==> src/rtl/uart_rx_checker_mem.sv <==
// Expected-sequence and capture storage for the UART checker.
// Both arrays write synchronously and read combinationally; neither is reset.
module uart_rx_checker_mem #(
    parameter int DATA_WIDTH = 8,
    parameter int DEPTH      = 16,
    parameter int IDX_W      = $clog2(DEPTH)
) (
    input  logic                  clk,
    input  logic                  exp_wr_en,
    input  logic [IDX_W-1:0]      exp_wr_addr,
    input  logic [DATA_WIDTH-1:0] exp_wr_data,
    input  logic [IDX_W-1:0]      exp_rd_addr,
    output logic [DATA_WIDTH-1:0] exp_rd_data,
    input  logic                  cap_wr_en,
    input  logic [IDX_W-1:0]      cap_wr_addr,
    input  logic [DATA_WIDTH-1:0] cap_wr_data,
    input  logic [IDX_W-1:0]      cap_rd_addr,
    output logic [DATA_WIDTH-1:0] cap_rd_data
);

    logic [DATA_WIDTH-1:0] exp_mem_r [DEPTH];
    logic [DATA_WIDTH-1:0] cap_mem_r [DEPTH];

    // Expected-sequence write port; contents survive reset and re-arming.
    always_ff @(posedge clk) begin
        if (exp_wr_en) begin
            exp_mem_r[exp_wr_addr] <= exp_wr_data;
        end
    end

    // Capture write port, driven by each consumed UART word.
    always_ff @(posedge clk) begin
        if (cap_wr_en) begin
            cap_mem_r[cap_wr_addr] <= cap_wr_data;
        end
    end

    assign exp_rd_data = exp_mem_r[exp_rd_addr];
    assign cap_rd_data = cap_mem_r[cap_rd_addr];

endmodule

==> config.mk <==
export PLATFORM = sky130hd
export DESIGN_NAME = uart_rx_checker_mem
export DESIGN_NICKNAME = d
export VERILOG_FILES = /design/src/rtl/uart_rx_checker_mem.sv
export SDC_FILE = /design/constraint.sdc
export NUM_CORES = 1
export LEC_CHECK = 0
export ABC_AREA = 1
export CAP_MARGIN = 20
export CORE_MARGIN = 2
export CORE_UTILIZATION = 25
export DETAILED_ROUTE_END_ITERATION = 10
export PLACE_DENSITY = 0.36
export SYNTH_ARGS = -nofsm -noshare
export SYNTH_HDL_FRONTEND = slang
export SYNTH_SLANG_ARGS = --single-unit
==> constraint.sdc <==
create_clock -name clk -period 3.09 [get_ports clk]
set_input_delay 0.618 -clock clk [delete_from_list [all_inputs] [get_ports clk]]
set_output_delay 0.618 -clock clk [all_outputs]
set_load 0.1 [all_outputs]
==> qor.yml <==
logic_synthesis:
  ys_types: 12
  yosys.area.top_type: "edfxtp_1"
  synth-seq-cells: 256
  postSynthNetCount: 1125
  synth_compound_area_share_pct: 0
  synthAdderAreaFrac_pct: 0
  syn_area_mm2: 0.0112
  synth_top_area_share_pct: 68.5
  synth_mux_area_share_pct: 0
  ys_warn_count: 0
  ys_seq_area_share_pct: 68.5
  syn_area_per_cell_um2: 10.3
  synth.area.top_cells: "edfxtp_1 68%, nand2_1 12%, nand3_1 8.7%"
  yosys.area_share.simple_pct: 21.6
  netlist_instances: 1090
  synth_top_family_by_area: "simple AND/OR/NAND/NOR gates"
  synth_xor_area_share_pct: 0
global_routing:
  gr-total-overflow: 0
  grt_use_total_pct: 13.2
  grt_pass1_vias: 7438
  grt_pass1_wl_mm: 46.9
  antenna_found_initial: 0
  grt_max_degree: 51
hold_path:
  hp-class: "input port to register"
  whs_path_depth: 2
timing:
  setup_tns_ns: 0
  max_freq_mhz: 353
  worst_slew_pin_slew_ns: 0.827
  finalSetupViolCount: 0
  drv_slew: 0
  hold_viol: 0
  period_minus_slack_ns: 2.83
  relSlewSlack_pct: 44.7
  fin_crit_sh_pct: 91.6
  rsz0062_at_grt: "false"
final_layout:
  fin_util_pct: 31.1
  area_delta_synth_final_pct: 22.7
  drive_gt1_share_pct: 9.99
  multi_input_area_mm2: 0.00242
  fill_cells: 4604
  n_antenna_cell: 0
  regArea_mm2: 0.00769
  fin_area_mm2: 0.0138
  fin_nets: 1211
critical_path:
  crit_path_start: "exp_rd_addr[2]"
  startpoint_type: "input port"
  endpoint: "exp_rd_data[4]"
  critPathKind: "input port to output port"
  crit_path_end_kind: "output port"
  worstPathArrival_ns: 2.21
  crit_fanout: 16
  required_ns: 2.47
cts:
  post_cts_buffers: 0
  cts_resized: 0
  cts_buffers: 31
  path_clk_slew_ns: 0.06
  tritoncts: "done"
  max-clock-path-buffers: 3
  ctsHtreeMaxLevel: 1
  holdBufCountCts: 0
  cts_root_buf: "clkbuf_16"
  cts.sinks: 256
detailed_routing:
  drt-initial-drc-count: 448
  vias: 7290
  drc_errors: 0
  viasPerCell: 4.07
  wl_mm: 30.4
  firstDrtPassIters: 4
  wl_per_cell_um: 16.9
  final_antenna_net_count: 0
power_and_ir_drop:
  power_density_mw_per_mm2: 603
  peakVddDrop_uv: 412
  p_leak_nw: 5.77
floorplan:
  die-height_um: 216
  die_w_um: 216
  num_rows: 77
  coreArea_mm2: 0.0443
  initial_utilization_pct: 25.3
  die_area_mm2: 0.0466
  ios: 51
placement:
  post_dp_cell_area_mm2: 0.0128
  dp_hpwl_mm: 19.6
  gp_congestion: 0.798
  port_buffers: 50
outcome:
  status: "finished, final reports clean"
job:
  drv_cap: 0
==> where the power goes <==
part / internal (mW) / switching (mW)
Sequential: 3.89 / 0.0138
Clock: 2.09 / 1.47
Combinational: 0.263 / 0.571
==> layer usage <==
layer	global-route usage, %	part of all wire, %
met5	0	0
met1	17.6	46
met2	22.1	47
met4	3.90	3.0
met3	2.21	3.4
==> placed cells by master (no fill, tap or decap) <==
master / Yosys / routed
buf_12: 0 / 25
buf_2: 25 / 2
buf_4: 5 / 42
bufinv_16: 0 / 3
clkbuf_1: 4 / 6
clkbuf_16: 0 / 31
clkdlybuf4s50_1: 0 / 32
clkinv_1: 1 / 6
clkinv_2: 0 / 7
clkinvlp_4: 0 / 4
edfxtp_1: 256 / 256
inv_1: 203 / 203
inv_2: 4 / 4
inv_6: 0 / 1
inv_8: 0 / 1
nand2_1: 348 / 348
nand3_1: 196 / 196
nor2_1: 26 / 26
nor3_1: 8 / 8
==> sequential cells by signal, summed over array words and instances, names as in the netlist <==
register	cells
exp_mem_r	128
cap_mem_r	128
==> stage by stage <==
step	total power, mW	instances	setup WS, ns	hold slack, ns
2_1_floorplan	4.45	1090	0.603	0.717
5_1_grt	8.63	1793	0.179	0.855
6_report	8.30	1793	0.260	0.850
4_1_cts	8.45	1793	0.219	0.830
3_5_place_dp	4.84	1735	0.228	1.45
3_3_place_gp	4.84	1735	0.215	1.45
==> cell families after synthesis <==
logic type / count (synthesis)
and+or+nand+nor: 578
buffers and inverters: 256
DFF: 256
==> how the worst min path moves through the flow <==
stage	start	end	slack, ns
finish	exp_wr_data[7]	exp_mem_r[9][7]$_DFFE_PP_	0.85
global route	exp_wr_data[3]	exp_mem_r[0][3]$_DFFE_PP_	0.85
CTS	exp_wr_data[7]	exp_mem_r[9][7]$_DFFE_PP_	0.83
detailed placement	exp_wr_data[5]	exp_mem_r[0][5]$_DFFE_PP_	1.45
global placement	exp_wr_data[7]	exp_mem_r[0][7]$_DFFE_PP_	1.45
floorplan	cap_wr_data[0]	cap_mem_r[0][0]$_DFFE_PP_	0.72
==> cells in the mapped netlist <==
| library cell | count |
|---|---|
| nor2_1 | 26 |
| buf_2 | 25 |
| inv_1 | 203 |
| clkbuf_1 | 4 |
| buf_4 | 5 |
| nand2_1 | 348 |
| inv_2 | 4 |
| nand3_1 | 196 |
| edfxtp_1 | 256 |
| clkinv_1 | 1 |
| nor3_1 | 8 |
| buf_6 | 14 |
==> worst max-delay path, cell delays in order <==
cell,delay (ns)
clkdlybuf4s50_1,0.44
inv_1,0.46
nand3_1,0.24
nand3_1,0.13
nand2_1,0.12
buf_12,0.19
==> final cells by class <==
type | count | share of cell area, %
repair buffers | 101 | 8.32
inverters | 208 | 5.67
clock buffers | 37 | 5.80
well taps | 592 | 5.38
multi-input cells | 578 | 17.6
clock inverters | 21 | 1.41
flip-flops and latches | 256 | 55.8
Note: power is estimated with default switching activity, not from simulation.
